===== src/rtl/fetch_pkg.sv =====
// Shared constants, FSM encoding and instruction field helpers for the
// fetch/memory sequencer.
package fetch_pkg;

    localparam int FP_ADDR_W = 5;
    localparam int FP_DATA_W = 8;
    localparam int OPC_MSB   = 7;
    localparam int OPC_LSB   = 5;

    typedef logic [2:0] state_t;

    localparam state_t S_IDLE    = 3'd0;
    localparam state_t S_F_ISSUE = 3'd1;
    localparam state_t S_F_WAIT  = 3'd2;
    localparam state_t S_D_ISSUE = 3'd3;
    localparam state_t S_D_WAIT  = 3'd4;

    function automatic logic [OPC_MSB-OPC_LSB:0] opcode_of(
        input logic [FP_DATA_W-1:0] instr
    );
        return instr[OPC_MSB:OPC_LSB];
    endfunction

endpackage


===== src/rtl/fetch_pf_slot.sv =====
// One-entry prefetch buffer: valid bit plus data register.
// Flush wins over fill, fill wins over take.
module fetch_pf_slot
    import fetch_pkg::*;
#(
    parameter int DATA_W = FP_DATA_W
) (
    input  logic              i_clk,
    input  logic              i_rst,
    input  logic              i_flush,
    input  logic              i_fill,
    input  logic [DATA_W-1:0] i_fill_data,
    input  logic              i_take,
    output logic              o_valid,
    output logic [DATA_W-1:0] o_data
);

    logic              r_valid;
    logic [DATA_W-1:0] r_data;

    always_ff @(posedge i_clk or posedge i_rst) begin
        if (i_rst) begin
            r_valid <= 1'b0;
            r_data  <= '0;
        end else if (i_flush) begin
            r_valid <= 1'b0;
        end else if (i_fill) begin
            r_valid <= 1'b1;
            r_data  <= i_fill_data;
        end else if (i_take) begin
            r_valid <= 1'b0;
        end
    end

    assign o_valid = r_valid;
    assign o_data  = r_data;

endmodule


===== src/rtl/fetch_mem_sequencer.sv =====
// Sole master of the 32x8 sync memory: owns PC/IR, arbitrates fetch vs data.
// Optional FETCH_PREFETCH_EN adds a one-entry prefetch slot.
module fetch_mem_sequencer
    import fetch_pkg::*;
#(
    parameter int                ADDR_W   = FP_ADDR_W,
    parameter int                DATA_W   = FP_DATA_W,
    parameter logic [ADDR_W-1:0] RESET_PC = '0
) (
    input  logic              i_clk,
    input  logic              i_rst,
    input  logic              i_fetch_req,
    input  logic              i_pc_load,
    input  logic [ADDR_W-1:0] i_pc_target,
    output logic [ADDR_W-1:0] o_pc,
    output logic [DATA_W-1:0] o_ir,
    output logic              o_ir_valid,
    input  logic              i_d_req,
    input  logic              i_d_we,
    input  logic [ADDR_W-1:0] i_d_addr,
    input  logic [DATA_W-1:0] i_d_wdata,
    output logic              o_d_ack,
    output logic [DATA_W-1:0] o_d_rdata,
    output logic              o_mem_we,
    output logic              o_mem_re,
    output logic [ADDR_W-1:0] o_mem_addr,
    output logic [DATA_W-1:0] o_mem_wd,
    input  logic [DATA_W-1:0] i_mem_rdata
);

    state_t            r_state;
    logic [ADDR_W-1:0] r_pc;
    logic [ADDR_W-1:0] r_mem_addr;
    logic [DATA_W-1:0] r_ir;
    logic [DATA_W-1:0] r_d_rdata;
    logic [DATA_W-1:0] r_mem_wd;
    logic              r_ir_valid;
    logic              r_d_ack;
    logic              r_mem_we;
    logic              r_mem_re;
    logic              r_d_we;
    logic              w_idle_free;
    logic              w_fetch_to_ir;

    assign w_idle_free = (r_state == S_IDLE) && !i_pc_load;

`ifdef FETCH_PREFETCH_EN
    logic              r_pf_busy;
    logic              w_pf_valid;
    logic              w_pf_fill;
    logic              w_pf_take;
    logic              w_pf_start;
    logic [DATA_W-1:0] w_pf_data;

    assign w_pf_take  = w_idle_free && !i_d_req && i_fetch_req && w_pf_valid;
    assign w_pf_start = w_idle_free && !i_d_req && !i_fetch_req && !w_pf_valid;
    assign w_pf_fill  = (r_state == S_F_WAIT) && r_pf_busy && !i_pc_load;
    assign w_fetch_to_ir = !i_pc_load && !r_pf_busy;

    fetch_pf_slot #(
        .DATA_W (DATA_W)
    ) u_pf_slot (
        .i_clk       (i_clk),
        .i_rst       (i_rst),
        .i_flush     (i_pc_load),
        .i_fill      (w_pf_fill),
        .i_fill_data (i_mem_rdata),
        .i_take      (w_pf_take),
        .o_valid     (w_pf_valid),
        .o_data      (w_pf_data)
    );

    // Marks the in-flight fetch as a prefetch so F_WAIT fills the slot.
    always_ff @(posedge i_clk or posedge i_rst) begin
        if (i_rst) begin
            r_pf_busy <= 1'b0;
        end else if (w_pf_start) begin
            r_pf_busy <= 1'b1;
        end else if ((r_state == S_F_WAIT) ||
                     ((r_state == S_F_ISSUE) && i_pc_load)) begin
            r_pf_busy <= 1'b0;
        end
    end
`else
    assign w_fetch_to_ir = !i_pc_load;
`endif

    always_ff @(posedge i_clk or posedge i_rst) begin
        if (i_rst) begin
            r_state    <= S_IDLE;
            r_pc       <= RESET_PC;
            r_ir       <= '0;
            r_ir_valid <= 1'b0;
            r_d_ack    <= 1'b0;
            r_d_rdata  <= '0;
            r_d_we     <= 1'b0;
            r_mem_we   <= 1'b0;
            r_mem_re   <= 1'b0;
            r_mem_addr <= '0;
            r_mem_wd   <= '0;
        end else begin
            r_d_ack <= 1'b0;
            if (i_pc_load) begin
                r_pc       <= i_pc_target;
                r_ir_valid <= 1'b0;
            end
            case (r_state)
                S_IDLE: begin
                    if (w_idle_free) begin
                        if (i_d_req) begin
                            r_state    <= S_D_ISSUE;
                            r_d_we     <= i_d_we;
                            r_mem_we   <= i_d_we;
                            r_mem_re   <= !i_d_we;
                            r_mem_addr <= i_d_addr;
                            r_mem_wd   <= i_d_wdata;
                        end
`ifdef FETCH_PREFETCH_EN
                        else if (w_pf_take) begin
                            r_ir       <= w_pf_data;
                            r_ir_valid <= 1'b1;
                            r_pc       <= r_pc + 1'b1;
                        end else if (w_pf_start) begin
                            r_state    <= S_F_ISSUE;
                            r_mem_re   <= 1'b1;
                            r_mem_addr <= r_pc;
                        end
`endif
                        else if (i_fetch_req) begin
                            r_state    <= S_F_ISSUE;
                            r_mem_re   <= 1'b1;
                            r_mem_addr <= r_pc;
                            r_ir_valid <= 1'b0;
                        end
                    end
                end
                S_F_ISSUE: begin
                    r_mem_re <= 1'b0;
                    r_state  <= i_pc_load ? S_IDLE : S_F_WAIT;
                end
                S_F_WAIT: begin
                    r_state <= S_IDLE;
                    if (w_fetch_to_ir) begin
                        r_ir       <= i_mem_rdata;
                        r_ir_valid <= 1'b1;
                        r_pc       <= r_pc + 1'b1;
                    end
                end
                S_D_ISSUE: begin
                    r_mem_we <= 1'b0;
                    r_mem_re <= 1'b0;
                    r_state  <= S_D_WAIT;
                end
                S_D_WAIT: begin
                    r_state <= S_IDLE;
                    r_d_ack <= 1'b1;
                    if (!r_d_we) begin
                        r_d_rdata <= i_mem_rdata;
                    end
                end
                default: begin
                    r_state  <= S_IDLE;
                    r_mem_we <= 1'b0;
                    r_mem_re <= 1'b0;
                end
            endcase
        end
    end

    assign o_pc       = r_pc;
    assign o_ir       = r_ir;
    assign o_ir_valid = r_ir_valid;
    assign o_d_ack    = r_d_ack;
    assign o_d_rdata  = r_d_rdata;
    assign o_mem_we   = r_mem_we;
    assign o_mem_re   = r_mem_re;
    assign o_mem_addr = r_mem_addr;
    assign o_mem_wd   = r_mem_wd;

endmodule


===== config.mk =====
export PLATFORM = sky130hd
export DESIGN_NAME = fetch_mem_sequencer
export DESIGN_NICKNAME = d
export VERILOG_FILES = /design/src/rtl/fetch_pkg.sv /design/src/rtl/fetch_pf_slot.sv /design/src/rtl/fetch_mem_sequencer.sv
export SDC_FILE = /design/constraint.sdc
export NUM_CORES = 1
export LEC_CHECK = 0
export CAP_MARGIN = 20
export CORE_AREA = 2 2 77 65
export CTS_CLUSTER_SIZE = 12
export DETAILED_ROUTE_END_ITERATION = 7
export DIE_AREA = 0 0 79 67
export PLACE_DENSITY = 0.75
export SETUP_SLACK_MARGIN = 0.15
export SLEW_MARGIN = 15
export SYNTH_ARGS = -nofsm -noshare
export SYNTH_HDL_FRONTEND = slang
export SYNTH_SLANG_ARGS = --single-unit

===== constraint.sdc =====
create_clock -name i_clk -period 4.8 [get_ports i_clk]
set_clock_uncertainty 0.2 [all_clocks]
set_input_delay 0.96 -clock i_clk [delete_from_list [all_inputs] [get_ports i_clk]]
set_output_delay 0.96 -clock i_clk [all_outputs]
set_load 0.05 [all_outputs]

Word-level counts from Yosys, hierarchy flattened:

Index checks and enable logic that the tools add are counted.

* word-level logic and storage cells: 61
* input port bits: 32
* bits in registers: 42
* output and inout bits: 38

* eq/ne operators: 7
* reduce and logical (&&, ||, !) cells: 14
* bitwise logic cells: 4
* mux-type cells: 24
* add/subtract/negate cells: 1

Operator list (count)
* $mux W5: 5
* $reduce_and A3 Y1: 4
* $mux W1: 11
* $mux W3: 3
* $pmux W3 S3: 1
* $eq A3 B2 Y1 const B: 2
* $pmux W1 S2: 3
* $reduce_and A2 Y1: 3
* $add A5 B1 Y5 const B: 1
* $ne A2 B2 Y1 const B: 2
* $not A1 Y1: 4
* $eq A3 B1 Y1 const B: 1
* $eq A3 B3 Y1 const B: 1
* $logic_not A3 Y1: 1
* $ne A3 B3 Y1 const B: 1
* $reduce_or A3 Y1: 1
* $logic_not A1 Y1: 2
* $mux W2: 1
* $reduce_bool A2 Y1: 1
* $reduce_or A2 Y1: 1
* $logic_and A1 B1 Y1: 1

Longest topological paths before layout:

Gate-level depths: netlist of the first run.

* depth in word-level cells: 5
* depth in mapped cells: 5
* depth with buffers taken out: 4

Worst setup path before layout of the first run:

No wires, ideal clock.

* path kind: input-to-reg
* start: in i_d_req
* end: reg r_mem_addr[0] (netlist: o_mem_addr[0])
* stages on the path: 5
* path slack: 2.463 ns
* setup time: 0.125 ns
* data required time: 4.475 ns
* path buffers: 2
* data arrival time: 2.012 ns
* cell sequence: buf_6 -> nor2_2 -> or4b_4 -> buf_6 -> mux2_4

* cells in the longest elaborated chain, start to end: 2
* elaborated cells on any way between the ends: 3
* those cells by class: 1 x mux; 2 x reduce/logical

RTL lines
* start: declaration: line fetch_mem_sequencer.sv:18 `input logic i_d_req,`
* $reduce_bool A2 Y1 (no line)
* $reduce_and A3 Y1 (no line)
* end signal: assignment: line fetch_mem_sequencer.sv:115 `r_mem_addr <= i_d_addr;`
* end signal: assignment: line fetch_mem_sequencer.sv:132 `r_mem_addr <= r_pc;`
* end: declaration: line fetch_mem_sequencer.sv:33 `logic [ADDR_W-1:0] r_mem_addr;`

Parallel ways exist; a longest one is shown, timed or not.
A chain may end at the register's enable or synchronous reset.

==> results of run 1 <==
[cell type report]
cell class | count | share of cell area [%]
multi-input cells | 81 | 26.8
well taps | 60 | 2.83
repair buffers | 70 | 26.4
clock inverters | 2 | 0.472
flip-flops and latches | 42 | 39.7
inverters | 5 | 0.709
clock buffers | 6 | 3.12
[routing by layer]
layer | global-route usage (%) | routed length (um)
met1 | 20.5 | 1680
met2 | 25.5 | 1830
met3 | 6.37 | 290
met4 | 7.11 | 55
met5 | 0 | 0
[Yosys cell counts (2+ instances only)]
| library cell | instances | area [um2] |
|---|---|---|
| nor2_1 | 6 | 22.5 |
| mux2i_1 | 2 | 20.0 |
| mux2_1 | 4 | 45.0 |
| xnor2_1 | 2 | 17.5 |
| mux2_4 | 5 | 75.1 |
| inv_1 | 5 | 18.8 |
| a21oi_1 | 2 | 10.0 |
| a31oi_1 | 2 | 12.5 |
| or3_1 | 2 | 12.5 |
| o21ai_0 | 6 | 30.0 |
| mux2_2 | 26 | 293 |
| buf_6 | 2 | 22.5 |
| nor4_1 | 2 | 12.5 |
| dfrtp_1 | 42 | 1050 |
| nand2_1 | 6 | 22.5 |
| nor3b_1 | 2 | 15.0 |
| buf_2 | 3 | 15.0 |
[kinds of logic after synthesis]
logic type                 after synthesis  share of synthesized area, %
DFF                                     42                          57.5
muxes                                   37                          23.7
and+or+nand+nor                         29                          9.85
AOI/OAI and AO/OA                       12                          3.69
buffers and inverters                   12                          3.69
xor gates and xnor gates                 2                         0.958
adders and majority gates                1                         0.684
[where the power goes]
group	internal [mW]	switching (mW)
logic	0.272	0.442
clock network	0.116	0.121
registers	0.454	0.0617
[state kept, by name, summed over array words and instances, names as in the netlist, 3 cells and up, named ones only]
signal / flops
o_d_rdata: 8
o_ir: 8
o_mem_addr: 5
o_mem_wd: 8
o_pc: 4
r_state: 3
[worst paths after layout]
kind / from / end / slack (ps)
min: o_ir[0]$_DFFE_PP0P_ / o_ir[0]$_DFFE_PP0P_ / 290
min reg2reg: o_ir[0]$_DFFE_PP0P_ / o_ir[0]$_DFFE_PP0P_ / 290
min in group asynchronous: i_rst / o_mem_wd[0]$_DFFE_PP0P_ / 700
max reg2reg: r_state[2]$_DFFE_PP0P_ / o_d_rdata[4]$_DFFE_PP0P_ / 2610
max: register / o_pc[0] / 2060
max in group asynchronous: i_rst / o_ir[5]$_DFFE_PP0P_ / 3000
[per-stage QoR]
| stage | setup WS (ps) | std cells |
|---|---|---|
| floorplan | 2460 | 135 |
| global placement | 1840 | 258 |
| detailed placement | 1780 | 258 |
| CTS | 2050 | 266 |
| global route | 2000 | 266 |
| finish | 2060 | 266 |
==> results by group, run 1 <==
Clocking
  • Clock root buffer: clkbuf_8
  • CTS Buf Count: 5
  • Clock Latency Late Sink: 290 ps
  • Hold buffer count at cts: 0
  • Clk slew on worst S/H paths: 80 ps
  • H-tree levels: 2
  • PostCTS Resize Cnt: 0
  • Clk sink count: 42
  • CTS tree: built
  • Clock buffer depth: 2
  • Post-CTS setup buffer count: 0

Job
  • Max Cap Viol: 0

Cells and area
  • Layout area overhead: 44.8%
  • # fillers: 376
  • Area occupied by multi-input gates: 711 um2
  • Post-layout util: 59.4%
  • Share of layout cells above drive strength 1: 20.9%
  • FF+latch area: 1050 um2
  • Design area: 2650 um2
  • Antenna diodes: 0
  • Commonest non-fill, non-tap cells in the layout: clkdlybuf4s50_1, dfrtp_1, mux2_2
  • Nets: 238
  • Most common cell after layout, fill and taps aside: clkdlybuf4s50_1

Pwr
  • Static Leak: 1.12 nW
  • Cell area power density: 553 nW/um2
  • Maximum VDD drop: 0.307 mV
  • Overall Power: 1.47 mW

Floorplanning
  • I/O pins: 70
  • Area of the core: 4460 um2
  • Initial Utilization: 41.0%
  • Die Ht: 67 um
  • Die Width: 79 um
  • Cell Rows: 22
  • Die area: 5290 um2

Setup path
  • Crit path depth: 1
  • CP Launch Type: register
  • Crit path buf inv count: 1
  • Worst reg2reg path depth: 3
  • Top Family by Delay on Critical Path: buffers and inverters
  • Crit path required time: 3640 ps
  • Critical path type: reg -> out
  • Crit-path cells: clkdlybuf4s50_1
  • Worst setup EP type: primary output
  • Peak fanout along the critical path: 5
  • Largest stage delay on the critical path: 840 ps
  • CP arrival: 1580 ps
  • Slowest-stage cell, CP: clkdlybuf4s50_1

Detailed routing
  • DRC viols: 0
  • Final Routed Wirelength: 3850 um
  • Routed length per instance: 14.5 um
  • Vias: 1,272
  • Post-route ant nets: 0
  • Initial DRT Pass Iterations: 4
  • Routed vias/inst: 4.78
  • Starting DRT DRC Count: 78

Synthesis
  • Syn Area/Cell: 13.6 um2
  • Post-synthesis cell count: 135
  • Cell area after synthesis: 1830 um2
  • Register area share after synthesis: 57.5%
  • #FFs+latches synth: 42
  • Primary FF master, synth: dfrtp_1
  • Synth warn: 0
  • Netlist cell types: 33
  • Post-synth EDFFs: 0
  • Asr flop ratio synth: 100%
  • Syn Nets: 168

Timing
  • Final min period: 2740 ps
  • Final Hold Fails: 0
  • Final period utilization: 57.0%
  • Setup-failing EPs final: 0
  • Slew Limit Fails: 0
  • Fin Setup TNS: 0 ps
  • Slew at the pin closest to its max-slew limit: 731 ps
  • RSZ-0062 raised after global routing: no
  • WHS: 291 ps
  • Slew HR: 51.2%
  • Max Clk Rate: 365 MHz

Placed design
  • Final GP Congestion: 0.726
  • Post-DP HPWL: 2910 um
  • Cell Area, Placed: 2550 um2
  • Port Buf Inserts: 69

Hold path
  • Cells on Worst Hold Path: 1
  • Worst min path class: reg -> reg

GRT
  • Largest net degree at the start of global routing: 33
  • Global-route wire length before repair: 6510 um
  • Antenna violations before repair: 0
  • GRT overflow: 0
  • Overall Global Routing Usage: 16.4%
  • Vias in the first global route: 1,369

Status
  • Run status: completed
(Power assumes the default switching activity.)
==> run 2, diff against run 1 <==
==> constraint.sdc (replaced) <==
create_clock -name i_clk -period 2.9 [get_ports i_clk]
set_clock_uncertainty 0.2 [all_clocks]
set_input_delay 0.58 -clock i_clk [delete_from_list [all_inputs] [get_ports i_clk]]
set_output_delay 0.58 -clock i_clk [all_outputs]
set_load 0.05 [all_outputs]
==> results by group, run 2 (synthesis gave the netlist of run 1 again) <==
Detailed routing
  • Routed wl met3: 298 um
  • Initial DRT Pass Iterations: 4
  • Vias: 1,286
  • Starting DRT DRC Count: 41
  • DR top layer: met4
  • Metal-1 WL: 1630 um
  • Routed length per instance: 14.3 um
  • Routed vias/inst: 4.80
  • Met2 WL: 1890 um
  • DRC viols: 0
  • Post-route ant nets: 0
  • Final Routed Wirelength: 3820 um

GRT
  • Antenna violations before repair: 0
  • Largest net degree at the start of global routing: 35
  • Vias in the first global route: 1,300
  • Global-route wire length before repair: 6160 um
  • GRT overflow: 0
  • Overall Global Routing Usage: 15.1%

Status
  • Run status: completed

Setup path
  • Top Family by Delay on Critical Path: buffers and inverters
  • CP Launch Type: register
  • Worst setup EP type: primary output
  • CP arrival: 1550 ps
  • Crit path buf inv count: 1
  • Crit-path cells: clkdlybuf4s50_1
  • Reg2Reg Launch Point: r_state[2]$_DFFE_PP0P_
  • Largest stage delay on the critical path: 830 ps
  • Peak fanout along the critical path: 5
  • Critical path type: reg -> out
  • Crit path required time: 2120 ps
  • Slowest-stage cell, CP: clkdlybuf4s50_1

Timing
  • Worst setup margin: 572 ps
  • Final min period: 2330 ps
  • Slew at the pin closest to its max-slew limit: 812 ps
  • Final Hold Fails: 0
  • Setup-failing EPs final: 0
  • Fin Setup TNS: 0 ps
  • Slew Limit Fails: 0
  • WHS: 286 ps
  • RSZ-0062 raised after global routing: no
  • Final period utilization: 80.3%
  • Slew HR: 45.7%
  • Max Clk Rate: 430 MHz

Clocking
  • Clock root buffer: clkbuf_8
  • Post-CTS setup buffer count: 0
  • H-tree levels: 2
  • Clock buffer depth: 2
  • PostCTS Resize Cnt: 0
  • CTS tree: built
  • Clk sink count: 42
  • Clock Latency Late Sink: 280 ps
  • Clk slew on worst S/H paths: 70 ps
  • Hold buffer count at cts: 0
  • CTS Buf Count: 5

Pwr
  • Static Leak: 1.14 nW
  • Overall Power: 2.46 mW
  • Cell area power density: 918 nW/um2
  • Maximum VDD drop: 0.516 mV

Floorplanning
  • Area of the core: 4460 um2
  • I/O pins: 70
  • Initial Utilization: 41.0%
  • Die Width: 79 um
  • Cell Rows: 22
  • Die area: 5290 um2
  • Die Ht: 67 um

Cells and area
  • Nets: 240
  • # fillers: 370
  • Final std cells w/o fill: 268
  • Post-layout util: 60.1%
  • Design area: 2680 um2
  • Most common cell after layout, fill and taps aside: clkdlybuf4s50_1
  • Layout area overhead: 46.4%
  • Antenna diodes: 0
  • Area occupied by multi-input gates: 711 um2
  • Share of layout cells above drive strength 1: 21.6%
  • Commonest non-fill, non-tap cells in the layout: clkdlybuf4s50_1, dfrtp_1, mux2_2
  • FF+latch area: 1050 um2

Placed design
  • Cell Area, Placed: 2570 um2
  • Post-DP HPWL: 2920 um
  • Dpl ws: 370 ps
  • Port Buf Inserts: 69
  • Post-Place Cells: 260
  • Final GP Congestion: 0.800

Job
  • Max Cap Viol: 0

Hold path
  • Hold Crit Start: o_ir[2]$_DFFE_PP0P_
  • Worst min path class: reg -> reg
-- run 2: area by class of cell --
cell class	instances	share of cell area [%]
clock buffers	8	4.11
inverters	5	0.701
multi-input cells	81	26.5
flip-flops and latches	42	39.2
well taps	60	2.80
repair buffers	72	26.6
-- run 2: final timing paths --
| check | slack, ps | endpoint | cells past startpoint |
|---|---|---|---|
| worst max-delay path | 570 | o_pc[0] | 1 |
| worst min-delay path | 290 | o_ir[2]$_DFFE_PP0P_ | 1 |
| worst max register to register | 630 | o_d_rdata[0]$_DFFE_PP0P_ | 3 |
| worst min register to register | 290 | o_ir[2]$_DFFE_PP0P_ | 1 |
| max in group asynchronous | 1510 | o_mem_addr[3]$_DFFE_PP0P_ | 3 |
| min in group asynchronous | 310 | o_mem_wd[6]$_DFFE_PP0P_ | 2 |
-- run 2: layer usage --
metal  global-route usage, %  vias up
li1                        -      616
met1                    18.4      627
met2                    25.5       41
met3                    6.50        2
met4                    2.59        0
met5                       0        -
-- run 2: power breakdown --
part / internal (mW) / leakage, nW / total, mW / switching, mW
Combinational: 0.452 / 0.570 / 1.19 / 0.736
Sequential: 0.751 / 0.512 / 0.853 / 0.102
Clock: 0.240 / 0.0575 / 0.418 / 0.178
Total: 1.44 / 1.14 / 2.46 / 1.02
==> run 3, diff against run 2 <==
==> constraint.sdc (replaced) <==
create_clock -name i_clk -period 2.3 [get_ports i_clk]
set_clock_uncertainty 0.2 [all_clocks]
set_input_delay 0.46 -clock i_clk [delete_from_list [all_inputs] [get_ports i_clk]]
set_output_delay 0.46 -clock i_clk [all_outputs]
set_load 0.05 [all_outputs]
==> results by group, run 3 (synthesis gave the netlist of run 1 again) <==
Detailed routing
  • Routed length per instance: 15.0 um
  • Routed vias/inst: 4.91
  • Starting DRT DRC Count: 76
  • DRC viols: 0
  • Vias: 1,330
  • Initial DRT Pass Iterations: 4
  • Post-route ant nets: 0
  • Final Routed Wirelength: 4050 um

Pwr
  • Cell area power density: 1120 nW/um2
  • Int Pwr: 1.74 mW
  • Combinational power share: 48.9%
  • Flop pwr share: 35.2%
  • Overall Power: 3.04 mW
  • Maximum VDD drop: 0.624 mV
  • P_sw: 1.30 mW
  • Clock share of power: 15.9%
  • Sw frac: 42.7%
  • Static Leak: 1.28 nW

Timing
  • Setup-failing EPs final: 0
  • Slew Limit Fails: 0
  • Max Clk Rate: 474 MHz
  • WHS: 285 ps
  • Final Hold Fails: 0
  • RSZ-0062 raised after global routing: no
  • Slew HR: 55.9%
  • Final period utilization: 91.7%
  • Slew at the pin closest to its max-slew limit: 657 ps
  • Fin Setup TNS: 0 ps
  • Final min period: 2110 ps

Cells and area
  • Area occupied by multi-input gates: 711 um2
  • Commonest non-fill, non-tap cells in the layout: clkdlybuf4s50_1, dfrtp_1, mux2_2
  • Post-layout util: 60.6%
  • Layout area overhead: 47.7%
  • Most common cell after layout, fill and taps aside: clkdlybuf4s50_1
  • FF+latch area: 1050 um2
  • Share of layout cells above drive strength 1: 22.3%
  • Nets: 243
  • # fillers: 369
  • Antenna diodes: 0

GRT
  • Vias in the first global route: 1,430
  • Antenna violations before repair: 0
  • Overall Global Routing Usage: 17.1%
  • Global-route wire length before repair: 6850 um
  • GRT overflow: 0
  • Largest net degree at the start of global routing: 20

Setup path
  • Crit path depth: 1
  • Crit path buf inv count: 1
  • Critical path type: reg -> out
  • Largest stage delay on the critical path: 810 ps
  • Crit path to: o_d_rdata[1]
  • Crit path required time: 1640 ps
  • Slowest-stage cell, CP: clkdlybuf4s50_1
  • Worst setup EP type: primary output
  • Reg2Reg Launch Point: r_state[2]$_DFFE_PP0P_
  • RR Endpoint: o_ir[4]$_DFFE_PP0P_
  • CP startpoint: o_d_rdata[1]$_DFFE_PP0P_
  • Internal reg-to-reg setup slack: 350 ps
  • Peak fanout along the critical path: 2
  • Worst reg2reg path depth: 3
  • Top Family by Delay on Critical Path: buffers and inverters
  • CP arrival: 1450 ps
  • Crit-path cells: clkdlybuf4s50_1
  • CP Launch Type: register

Floorplanning
  • Die Ht: 67 um
  • Cell Rows: 22
  • Die area: 5290 um2
  • Die Width: 79 um
  • Initial Utilization: 41.0%
  • I/O pins: 70
  • Area of the core: 4460 um2

Clocking
  • CTS Buf Count: 5
  • Post-CTS setup buffer count: 0
  • Clk slew on worst S/H paths: 70 ps
  • Clock root buffer: clkbuf_8
  • H-tree levels: 2
  • Hold buffer count at cts: 0
  • CTS tree: built
  • Clock buffer depth: 2
  • Clock Latency Late Sink: 290 ps
  • Clk sink count: 42

Job
  • Max Cap Viol: 0

Placed design
  • Post-DP HPWL: 3100 um
  • Final GP Congestion: 0.847
  • Port Buf Inserts: 69

Hold path
  • Worst min path class: in -> async

Status
  • Run status: completed
[run 3: worst min-delay path by stage]
stage | from | endpoint | slack (ps) | cells after the start
2_1_floorplan | r_d_we$_DFFE_PP0P_ | r_d_we$_DFFE_PP0P_ | 280 | 1
3_3_place_gp | o_ir[0]$_DFFE_PP0P_ | o_ir[0]$_DFFE_PP0P_ | 270 | 1
3_5_place_dp | o_ir[2]$_DFFE_PP0P_ | o_ir[2]$_DFFE_PP0P_ | 280 | 1
4_1_cts | i_rst | o_ir_valid$_DFF_PP0_ | 300 | 2
5_1_grt | o_ir[6]$_DFFE_PP0P_ | o_ir[6]$_DFFE_PP0P_ | 320 | 1
6_report | i_rst | o_ir_valid$_DFF_PP0_ | 290 | 2
[run 3: power by group through the flow]
stage	registers (mW)	clock network [mW]	logic, mW
2_1_floorplan	1.78	0	0.283
3_3_place_gp	1.07	0	1.49
3_5_place_dp	1.09	0	1.52
4_1_cts	1.07	0.498	1.50
5_1_grt	1.10	0.525	1.55
6_report	1.07	0.482	1.49
[run 3: routing by layer]
layer	vias to the layer above	share of wire, %	global-route usage [%]
met3	3	8.5	6.91
met1	646	40	20.5
met5	-	0	0
met2	55	51	29.4
li1	626	-	-
met4	0	0.42	3.23
[run 3: repair_timing]
action,4_1_cts,5_1_grt
endpoints found under the setup margin,7,11
resized for setup,7,11
hold endpoints to repair,0,0
[run 3: metrics by stage]
stage          cells  area (um2)  setup slack, ps
3_5_place_dp     263        2590             56.9
2_1_floorplan    135        1830              463
5_1_grt          271        2700              150
3_3_place_gp     263        2590             83.6
4_1_cts          271        2670              155
6_report         271        2700              190
[run 3: cell type report]
class | instances | share of cell area [%]
Timing Repair Buffer | 75 | 27.9
Inverter | 5 | 0.695
Multi-Input combinational cell | 81 | 26.3
Clock inverter | 1 | 0.185
Sequential cell | 42 | 38.9
Tap cell | 60 | 2.78
Clock buffer | 7 | 3.20
